===== src/rtl/ex_wb_stage_pkg.sv =====
// ex_wb_stage_pkg: opcode encodings, buffer state codes and opcode-class helpers.
// Rev 1.0
`default_nettype none

package ex_wb_stage_pkg;

  localparam int DATA_W_DEF = 32;
  localparam int REG_W_DEF  = 6;

  localparam logic [3:0] OP_ADD = 4'b0001;
  localparam logic [3:0] OP_INC = 4'b0101;
  localparam logic [3:0] OP_NOT = 4'b0110;
  localparam logic [3:0] OP_SUB = 4'b0111;
  localparam logic [3:0] OP_J   = 4'b1000;
  localparam logic [3:0] OP_BRZ = 4'b1001;
  localparam logic [3:0] OP_BRN = 4'b1011;

  typedef enum logic [1:0] {
    BUF_EMPTY = 2'b00,
    BUF_ONE   = 2'b01,
    BUF_TWO   = 2'b10
  } buf_state_e;

  function automatic logic is_alu_op(input logic [3:0] op);
    return (op == OP_ADD) || (op == OP_SUB) || (op == OP_INC) || (op == OP_NOT);
  endfunction

endpackage

`default_nettype wire


===== src/rtl/wb_skid_buf.sv =====
// wb_skid_buf: two-entry FIFO of {rd,data} writebacks with flush and registered ready.
// Rev 1.0
`default_nettype none

module wb_skid_buf
  import ex_wb_stage_pkg::*;
#(
  parameter int ENTRY_W = 38
) (
  input  logic               clk,
  input  logic               rst_n,
  input  logic               i_push,
  input  logic               i_pop,
  input  logic               i_flush,
  input  logic [ENTRY_W-1:0] i_din,
  output logic [ENTRY_W-1:0] o_head,
  output logic               o_valid,
  output logic               o_ready
);

  buf_state_e         r_state;
  buf_state_e         w_state_nxt;
  logic               r_ready;
  logic [ENTRY_W-1:0] r_head;
  logic [ENTRY_W-1:0] r_tail;
  logic               w_push;
  logic               w_pop;

  assign w_push = i_push & r_ready;
  assign w_pop  = i_pop & (r_state != BUF_EMPTY);

  always_comb begin
    w_state_nxt = r_state;
    if (i_flush) begin
      w_state_nxt = BUF_EMPTY;
    end else begin
      case (r_state)
        BUF_EMPTY: if (w_push) w_state_nxt = BUF_ONE;
        BUF_ONE: begin
          if (w_push && !w_pop)      w_state_nxt = BUF_TWO;
          else if (!w_push && w_pop) w_state_nxt = BUF_EMPTY;
        end
        BUF_TWO:   if (w_pop) w_state_nxt = BUF_ONE;
        default:   w_state_nxt = BUF_EMPTY;
      endcase
    end
  end

  // Ready is registered from the next state so it never depends on i_pop combinationally.
  always_ff @(posedge clk or negedge rst_n) begin
    if (!rst_n) begin
      r_state <= BUF_EMPTY;
      r_ready <= 1'b1;
    end else begin
      r_state <= w_state_nxt;
      r_ready <= (w_state_nxt != BUF_TWO);
    end
  end

  always_ff @(posedge clk or negedge rst_n) begin
    if (!rst_n) begin
      r_head <= '0;
      r_tail <= '0;
    end else if (!i_flush) begin
      case (r_state)
        BUF_EMPTY: if (w_push) r_head <= i_din;
        BUF_ONE: begin
          if (w_push && w_pop) r_head <= i_din;
          else if (w_push)     r_tail <= i_din;
        end
        BUF_TWO:   if (w_pop) r_head <= r_tail;
        default:   r_head <= r_head;
      endcase
    end
  end

  assign o_head  = r_head;
  assign o_valid = (r_state != BUF_EMPTY);
  assign o_ready = r_ready;

endmodule

`default_nettype wire


===== src/rtl/ex_wb_stage.sv =====
// ex_wb_stage: post-ALU stage with Z/N flag register, branch resolve and buffered writeback.
// Rev 1.0
`default_nettype none

module ex_wb_stage
  import ex_wb_stage_pkg::*;
#(
  parameter int DATA_W = DATA_W_DEF,
  parameter int REG_W  = REG_W_DEF
) (
  input  logic              clk,
  input  logic              rst_n,
  input  logic              in_valid,
  output logic              in_ready,
  input  logic [3:0]        in_opcode,
  input  logic [DATA_W-1:0] in_result,
  input  logic [REG_W-1:0]  in_rd,
  input  logic [DATA_W-1:0] in_target,
  input  logic              flush,
  output logic              out_valid,
  input  logic              out_ready,
  output logic              out_we,
  output logic [REG_W-1:0]  out_rd,
  output logic [DATA_W-1:0] out_wdata,
  output logic              flag_z,
  output logic              flag_n,
  output logic              br_taken,
  output logic [DATA_W-1:0] br_target
);

  logic                    w_accept;
  logic                    w_is_alu;
  logic                    w_br_hit;
  logic                    w_push;
  logic                    w_pop;
  logic [REG_W+DATA_W-1:0] w_head;
  logic                    r_flag_z;
  logic                    r_flag_n;
  logic                    r_br_taken;
  logic [DATA_W-1:0]       r_br_target;

  assign w_accept = in_valid & in_ready;
  assign w_is_alu = is_alu_op(in_opcode);
  // Conditional branches see the flags as committed before this edge.
  assign w_br_hit = (in_opcode == OP_J)
                  | ((in_opcode == OP_BRZ) & r_flag_z)
                  | ((in_opcode == OP_BRN) & r_flag_n);
  assign w_push   = w_accept & w_is_alu & ~flush;
  assign w_pop    = out_valid & out_ready;

  wb_skid_buf #(
    .ENTRY_W (REG_W + DATA_W)
  ) u_skid (
    .clk     (clk),
    .rst_n   (rst_n),
    .i_push  (w_push),
    .i_pop   (w_pop),
    .i_flush (flush),
    .i_din   ({in_rd, in_result}),
    .o_head  (w_head),
    .o_valid (out_valid),
    .o_ready (in_ready)
  );

  always_ff @(posedge clk or negedge rst_n) begin
    if (!rst_n) begin
      r_flag_z <= 1'b0;
      r_flag_n <= 1'b0;
    end else if (w_accept && w_is_alu) begin
      r_flag_z <= (in_result == '0);
      r_flag_n <= in_result[DATA_W-1];
    end
  end

  always_ff @(posedge clk or negedge rst_n) begin
    if (!rst_n) begin
      r_br_taken  <= 1'b0;
      r_br_target <= '0;
    end else begin
      r_br_taken <= w_accept & w_br_hit;
      if (w_accept && w_br_hit) r_br_target <= in_target;
    end
  end

  assign out_we    = out_valid;
  assign out_rd    = w_head[REG_W+DATA_W-1:DATA_W];
  assign out_wdata = w_head[DATA_W-1:0];
  assign flag_z    = r_flag_z;
  assign flag_n    = r_flag_n;
  assign br_taken  = r_br_taken;
  assign br_target = r_br_target;

endmodule

`default_nettype wire


===== config.mk =====
export PLATFORM = sky130hd
export DESIGN_NAME = ex_wb_stage
export DESIGN_NICKNAME = d
export VERILOG_FILES = /design/src/rtl/ex_wb_stage_pkg.sv /design/src/rtl/wb_skid_buf.sv /design/src/rtl/ex_wb_stage.sv
export SDC_FILE = /design/constraint.sdc
export NUM_CORES = 1
export LEC_CHECK = 0
export CAP_MARGIN = 0
export CORE_UTILIZATION = 50
export CTS_CLUSTER_DIAMETER = 100
export DETAILED_ROUTE_END_ITERATION = 7
export GPL_ROUTABILITY_DRIVEN = 0
export PLACE_DENSITY = 0.85
export SKIP_LAST_GASP = 1
export SYNTH_ARGS = -nofsm -noshare
export SYNTH_HDL_FRONTEND = slang
export SYNTH_SLANG_ARGS = --single-unit

===== constraint.sdc =====
create_clock -name clk -period 3.4 [get_ports clk]
set_input_delay 0.68 -clock clk [delete_from_list [all_inputs] [get_ports clk]]
set_output_delay 0.68 -clock clk [all_outputs]
set_load 0.1 [all_outputs]

# After elaboration in Yosys (flattened, before gate mapping)
# Index checks and enable logic that the tools add are counted.
[classes]
eq_ne = 13
n_mux = 10
n_bitwise = 13
reduce_logical = 16
[ops]
columns = ["operator", "count"]
rows = [
  ["2-to-1 mux 38 bit", 3],
  ["one-hot mux 38 bit (3 select lines)", 1],
  ["logical NOT 32 bit", 1],
  ["equality test 4 x 3 -> 1 bit, second input constant", 3],
  ["equality test 4 bit, second input constant", 3],
  ["2-to-1 mux 2 bit", 5],
  ["bitwise AND 1 bit", 9],
  ["!= test 2 x 1 -> 1 bit, second input constant", 3],
  ["one-hot mux 2 bit (3 select lines)", 1],
  ["logical AND 1 bit", 5],
  ["AND reduction 5 bit", 1],
  ["equality test 4 x 1 -> 1 bit, second input constant", 1],
  ["AND reduction 4 bit", 1],
  ["logical OR 1 bit", 3],
  ["nonzero test 3 bit", 1],
  ["equality test 2 x 1 -> 1 bit, second input constant", 1],
  ["equality test 2 bit, second input constant", 1],
  ["logical NOT 1 bit", 2],
  ["logical NOT 2 bit", 1],
  ["!= test 2 bit, second input constant", 1],
  ["inverter 1 bit", 2],
  ["OR 1 bit", 2],
  ["nonzero test 2 bit", 1],
]
[totals]
register_bits = 114
input_bits = 79
output_inout_bits = 76
word_cells = 60

# Logic depth before layout (Yosys ltp)
# Gate-level depths: netlist of run 1.
[depth]
ltp_word = 14
ltp_mapped = 6
ltp_nobuf = 4

# By module
# Synthesis of run 1 repeated with hierarchy kept, for this count alone.
[hier_totals]
cells_unflattened = 356
hier_area_um2 = 4888.4
[by_module_without_submodules]
columns = ["module", "n_inst", "cells_each", "area_each_um2", "seq_area_each_um2"]
rows = [
  ["wb_skid_buf", 1, 263, 3329.4, 1978.1],
  ["ex_wb_stage", 1, 93, 1559.0, 875.8],
]

# Least setup slack after synthesis of run 1
# OpenSTA, ideal clock, no wires.
[synth_path]
path_type = "reg-to-reg"
from = "register u_skid.r_ready (netlist: u_skid.o_ready)"
to = "register u_skid.r_tail[0]"
setup_time_ps = 125
arrival_time_ps = 2136
t_required_ps = 3275
slack_ps = 1139
path_stages_with_launch = 7
path_buffers = 2
period_less_slack_ps = 2261
path_cell_list = "dfstp_2 > nand2_1 > nor3_4 > and4bb_4 > buf_12 > buf_12 > mux2_4"
[synth_via]
elab_chain_cells = 7
[synth_rtl]
columns = ["item", "line", "source"]
rows = [
  ["from (decl)", "wb_skid_buf.sv:23", "logic r_ready;"],
  ["from (signal assigned)", "wb_skid_buf.sv:56", "r_ready <= (w_state_nxt != BUF_TWO);"],
  ["bitwise AND 1 bit", "ex_wb_stage.sv:42", "assign w_accept = in_valid & in_ready;"],
  ["bitwise AND 1 bit (2 in a row)", "ex_wb_stage.sv:48", "assign w_push = w_accept & w_is_alu & ~flush;"],
  ["bitwise AND 1 bit *", "wb_skid_buf.sv:29", "assign w_push = i_push & r_ready;"],
  ["logical AND 1 bit", "wb_skid_buf.sv:68", "if (w_push && w_pop) r_head <= i_din;"],
  ["inverter 1 bit (no source line)", "--", ""],
  ["AND reduction 4 bit (no source line) *", "--", ""],
  ["to (signal assigned)", "wb_skid_buf.sv:69", "else if (w_push) r_tail <= i_din;"],
  ["to (decl)", "wb_skid_buf.sv:25", "logic [ENTRY_W-1:0] r_tail;"],
]
# Mark *: on every way between the ends. The rest lies on a longest branch, timed or not.
# A chain may end at the register's enable or synchronous reset.

# Final worst setup path of run 1
[layout_path]
from = "register r_br_target[28] (netlist: br_target[28])"
to = "output br_target[28]"
[layout_rtl]
columns = ["item", "line", "source"]
rows = [
  ["from (decl)", "ex_wb_stage.sv:40", "logic [DATA_W-1:0] r_br_target;"],
  ["from (signal assigned)", "ex_wb_stage.sv:81", "if (w_accept && w_br_hit) r_br_target <= in_target;"],
  ["to (decl)", "ex_wb_stage.sv:28", "output logic [DATA_W-1:0] br_target"],
]
# No word-level cell between the ends.

==> flow_summary.json, run 1 <==
{
  "status": "finished, final reports clean",
  "antenna_left": 0,
  "initialDrtViolationCount": 76,
  "slew_headroom": 0.325,
  "drc": 0,
  "critPathRequiredTime_ns": 2.72,
  "p_total_mw": 6.18,
  "power_switching_share": 0.454,
  "post-route-util": 0.739,
  "cp_slowest_cell": "clkdlybuf4s50_1",
  "skew_ns": 0.00654,
  "die_area_sq_um": 10400,
  "fillCellCount": 668,
  "clk_pin_slew_worst_paths_ns": 0.06,
  "wl_per_cell_um": 17.2,
  "criticalPathCategory": "reg -> out",
  "drive_gt1_frac": 0.434,
  "hp-class": "in -> async",
  "clock_power_share": 0.274,
  "worst_slew_pin_slew_ns": 1.01,
  "die_h_um": 102,
  "path_depth": 1,
  "ctsResizeCount": 0,
  "p_int_mw": 3.37,
  "grt_remaining_overflow": 0,
  "via_per_inst": 5.14,
  "drtPass1Iterations": 4,
  "row_count": 36,
  "syn-cell-area_sq_um": 4990,
  "slew_viol_final": 0,
  "grt_pass1_vias": 3378,
  "setup_violations": 0,
  "vias": 3194,
  "rsz0062_at_grt": "false",
  "placed_cell_area_sq_um": 6610,
  "crit_buf_inv": 1,
  "cts_buffer_depth": 2,
  "clkSinkCount": 114,
  "yosysWarnings": 0,
  "period_minus_slack_ns": 2.69,
  "max_freq_mhz": 372,
  "grt_max_degree": 67,
  "cts_tree": "yes",
  "grt_antenna_before_repair": 0,
  "ff2ff_path_depth": 5,
  "tns_ns": 0,
  "multiInputGateArea_sq_um": 2020,
  "path_max_fanout": 2,
  "stdcell_area_sq_um": 7190,
  "syn_nets": 391,
  "seq_power_share": 0.288,
  "dpl.hpwl_um": 7550,
  "powerDensity_nw_per_um2": 859,
  "core_sq_um": 9730,
  "syn_avg_cell_area_sq_um": 16.0,
  "post-route-period-util": 0.791,
  "top_level_ports": 155,
  "port_buffers": 154,
  "critPathMaxStageDelay_ns": 1.16,
  "die_w_um": 102,
  "yosysSeqAreaShare": 0.572,
  "path_delay_family": "buffers and inverters",
  "ir_worst_vdd_v": 0.000513,
  "cts_buffers": 17,
  "grt_first_pass_wirelength_um": 16800,
  "yosysUniqueCellTypes": 27,
  "root_buffer": "clkbuf_8",
  "finalHoldViolations": 0,
  "clk-insertion-delay-late_ns": 0.49,
  "pwr-share-comb": 0.438,
  "crit_arrival_ns": 2.01,
  "layout.area.seq_sq_um": 2850,
  "final_cell_mix": "clkdlybuf4s50_1, mux2_2, dfrtp_1, buf_4, mux2_4",
  "htree_num_levels": 4,
  "cp-end-kind": "output port",
  "wl_um": 10700,
  "grt.total_usage": 0.212,
  "fin_nets": 554,
  "timing.critical_path.cells": "clkdlybuf4s50_1",
  "syn_to_final_growth_pct": 44.1,
  "final_common_cell": "clkdlybuf4s50_1",
  "diodes": 0,
  "yosys_register_bits": 114,
  "leakagePower_nw": 3.09,
  "cts_hold_buffers": 0,
  "initial_core_util": 0.513,
  "cts_setup_buffers": 0,
  "syn_inst": 312,
  "drv_cap": 0,
  "power.switching_mw": 2.81,
  "crit_path_start_kind": "flip-flop"
}
-- power groups by stage --
stage	registers, mW	clock network [mW]	logic (mW)
floorplan	3.49	0	0.322
global placement	1.79	0	2.69
detailed placement	1.80	0	2.72
CTS	1.78	1.72	2.72
global route	1.81	1.79	2.78
finish	1.78	1.69	2.71
-- final timing paths --
check / startpoint / to / slack [ns]
min in group clk: br_target[8]$_DFFE_PN0P_ / br_target[8]$_DFFE_PN0P_ / 0.50
hold / removal: rst_n / br_target[29]$_DFFE_PN0P_ / 0.20
setup / recovery: br_target[28]$_DFFE_PN0P_ / br_target[28] / 0.71
hold reg to reg: br_target[8]$_DFFE_PN0P_ / br_target[8]$_DFFE_PN0P_ / 0.50
setup reg to reg: u_skid.o_ready$_DFF_PN1_ / u_skid.r_tail[25]$_DFFE_PN0P_ / 1.14
max in group asynchronous: rst_n / u_skid.o_head[0]$_DFFE_PN0P_ / 2.42
-- final cells by class --
| class | count | area share |
|---|---|---|
| sequential | 114 | 0.397 |
| clock buffer | 17 | 0.0576 |
| tap | 133 | 0.0231 |
| timing repair buffer | 161 | 0.219 |
| multi-input combinational | 181 | 0.281 |
| clock inverter | 15 | 0.0225 |
-- state kept, by name, summed over array words and instances, names as in the netlist --
signal	cells
br_target	32
flag_z	1
flag_n	1
br_taken	1
u_skid.o_ready	1
u_skid.o_head	38
u_skid.r_state	2
u_skid.r_tail	38
-- worst reg2reg max path, cell delays in order, from the launching register on --
cell	delay, ns
dfstp_2	0.53
nand2_1	0.13
nor3_4	0.35
and4bb_4	0.49
buf_12	0.25
mux2_2	0.38
-- synthesized netlist by cell type (all sizes together) --
library cell | count | area share
mux2 | 148 | 0.35
dfrtp | 113 | 0.57
buf | 17 | 0.030
nor4 | 8 | 0.010
mux2i | 3 | 0.0060
a21oi | 2 | 0.0028
nand2 | 2 | 0.0015
nand4 | 2 | 0.0025
nor2 | 2 | 0.0015
nor2b | 2 | 0.0025
nor4bb | 2 | 0.0040
or2 | 2 | 0.0025
a211o | 1 | 0.0018
a211oi | 1 | 0.0015
and4bb | 1 | 0.0033
dfstp | 1 | 0.0053
nand2b | 1 | 0.0013
nand3b | 1 | 0.0015
nor3 | 1 | 0.0033
nor3b | 1 | 0.0015
o32ai | 1 | 0.0018
-- kinds of logic after synthesis --
group           after synthesis  synth area share
buf+inv                      17            0.0298
flops                       114             0.572
mux                         151             0.355
simple gates                 25            0.0354
compound gates                5           0.00777
-- metal layers --
metal,global-route usage,wire (um),vias up
met5,0,0,-
met4,0.0593,124,0
met3,0.0636,601,11
met2,0.352,5400,101
li1,-,-,1473
met1,0.273,4550,1609
-- per-stage QoR --
step | hold WS (ns) | cells | setup slack, ns
finish | 0.203 | 621 | 0.711
global route | 0.238 | 621 | 0.650
CTS | 0.213 | 621 | 0.676
detailed placement | 0.488 | 589 | 0.393
global placement | 0.485 | 589 | 0.467
floorplan | 0.384 | 312 | 1.14
No activity file was read; power rests on OpenSTA's default activity.
==> run 2, diff against run 1 <==
--- a/config.mk
+++ b/config.mk
@@ -6,11 +6,11 @@
 export NUM_CORES = 1
 export LEC_CHECK = 0
 export CAP_MARGIN = 0
-export CORE_UTILIZATION = 50
+export CORE_UTILIZATION = 47
 export CTS_CLUSTER_DIAMETER = 100
 export DETAILED_ROUTE_END_ITERATION = 7
 export GPL_ROUTABILITY_DRIVEN = 0
-export PLACE_DENSITY = 0.85
+export PLACE_DENSITY = 0.81
 export SKIP_LAST_GASP = 1
 export SYNTH_ARGS = -nofsm -noshare
 export SYNTH_HDL_FRONTEND = slang
==> constraint.sdc (replaced) <==
create_clock -name clk -period 2.5 [get_ports clk]
set_input_delay 0.5 -clock clk [delete_from_list [all_inputs] [get_ports clk]]
set_output_delay 0.5 -clock clk [all_outputs]
set_load 0.1 [all_outputs]
==> flow_summary.json, run 2 (synthesis results as in run 1) <==
{
  "cp-end-kind": "output port",
  "powerDensity_nw_per_um2": 1190,
  "drtPass1Iterations": 4,
  "core_sq_um": 10300,
  "critPathMaxStageDelay_ns": 0.46,
  "die_area_sq_um": 11000,
  "wl_per_cell_um": 17.5,
  "slew_viol_final": 0,
  "criticalPathCategory": "reg -> out",
  "seq_power_share": 0.284,
  "timing.critical_path.cells": "or2_2 -> buf_4",
  "pwr-share-comb": 0.421,
  "grt_first_pass_wirelength_um": 17700,
  "diodes": 0,
  "port_buffers": 154,
  "instances_no_fill": 625,
  "die_w_um": 105,
  "skew_ns": 0.00762,
  "dpl.hpwl_um": 7530,
  "cts_buffer_depth": 2,
  "antenna_left": 0,
  "place_inst": 594,
  "clk-insertion-delay-late_ns": 0.51,
  "post-route-period-util": 0.830,
  "slew_headroom": 0.590,
  "vias": 3229,
  "fillCellCount": 699,
  "htree_num_levels": 4,
  "cp_slowest_cell": "dfrtp_1",
  "grt_remaining_overflow": 0,
  "rsz0062_at_grt": "false",
  "ctsResizeCount": 0,
  "die_h_um": 105,
  "max_freq_mhz": 482,
  "fin_nets": 556,
  "critPathRequiredTime_ns": 2.00,
  "grt_pass1_vias": 3411,
  "cts_hold_buffers": 0,
  "power.switching_mw": 3.75,
  "final_common_cell": "mux2_2",
  "initialDrtViolationCount": 171,
  "clkSinkCount": 114,
  "hp-class": "in -> async",
  "crit_path_start_kind": "flip-flop",
  "setup_violations": 0,
  "leakagePower_nw": 3.21,
  "drc": 0,
  "cts_tree": "yes",
  "top_level_ports": 155,
  "power_switching_share": 0.439,
  "status": "finished, final reports clean",
  "cts_setup_buffers": 0,
  "crit_buf_inv": 1,
  "p_int_mw": 4.79,
  "p_total_mw": 8.54,
  "root_buffer": "clkbuf_8",
  "row_count": 37,
  "initial_core_util": 0.483,
  "cts_buffers": 17,
  "clk_pin_slew_worst_paths_ns": 0.05,
  "via_per_inst": 5.17,
  "ir_worst_vdd_v": 0.000754,
  "path_max_fanout": 8,
  "drive_gt1_frac": 0.556,
  "syn_to_final_growth_pct": 43.2,
  "grt_antenna_before_repair": 1,
  "period_minus_slack_ns": 2.08,
  "path_delay_family": "flip-flops",
  "worst_slew_pin_slew_ns": 0.615,
  "wl_um": 10900,
  "grt.total_usage": 0.212,
  "final_cell_mix": "mux2_2, dfrtp_1, buf_4, clkdlybuf4s50_1, mux2_4",
  "crit_arrival_ns": 1.58,
  "finalHoldViolations": 0,
  "clock_power_share": 0.294,
  "grt_max_degree": 115,
  "drv_cap": 0,
  "tns_ns": 0
}
-- run 2: cell types whose count changed in the layout (fill, tap and decap cells not counted), sizes merged --
cell           before  now
clkbuf             17   22
clkinv              7    2
inv                 2    0
bufinv              2    4
buf                24   86
clkinvlp            4    3
clkdlybuf4s50     137   77
-- run 2: layout make-up --
class                      instances  area (sq um)  share of cell area
clock buffer                      22           473              0.0662
sequential                       114          2850               0.399
timing repair buffer             163          1480               0.207
multi-input combinational        181          2020               0.282
tap                              136           170              0.0238
clock inverter                     9           153              0.0214
-- run 2: final timing paths --
kind                                               startpoint                       endpoint  slack [ns]  cells after the start
worst max-delay path              u_skid.r_state[1]$_DFF_PN0_                         out_we        0.42                      2
worst min-delay path                                    rst_n  u_skid.o_head[29]$_DFFE_PN0P_        0.05                      2
worst max register to register       u_skid.o_ready$_DFF_PN1_  u_skid.r_tail[14]$_DFFE_PN0P_        0.56                      5
worst min register to register  u_skid.r_tail[25]$_DFFE_PN0P_  u_skid.r_tail[25]$_DFFE_PN0P_        0.50                      1
max in group asynchronous                               rst_n      br_target[15]$_DFFE_PN0P_        1.96                      2
min in group clk                u_skid.r_tail[25]$_DFFE_PN0P_  u_skid.r_tail[25]$_DFFE_PN0P_        0.50                      1
-- run 2: stage by stage --
step / cell area (sq um) / utilization / setup slack [ns] / hold WS [ns]
after floorplan: 4990 / - / 0.239 / 0.204
after global placement: 6520 / 0.632 / 0.0706 / 0.485
after detailed placement: 6520 / 0.632 / -0.00453 / 0.490
after CTS: 7150 / 0.692 / 0.398 / 0.0975
after global routing: 7150 / 0.692 / 0.373 / 0.108
final: 7150 / 0.692 / 0.424 / 0.0536
-- run 2: power by group through the flow --
stage	clock network, mW	logic, mW	registers (mW)
after floorplan	0	0.438	4.75
after global placement	0	3.58	2.43
after detailed placement	0	3.61	2.46
after CTS	2.56	3.62	2.43
after global routing	2.65	3.69	2.47
final	2.51	3.60	2.43
-- run 2: routing by layer --
metal  track usage  routed length, um
met4        0.0986                251
met2         0.341               5280
met5             0                  0
met3        0.0717                769
met1         0.256               4630
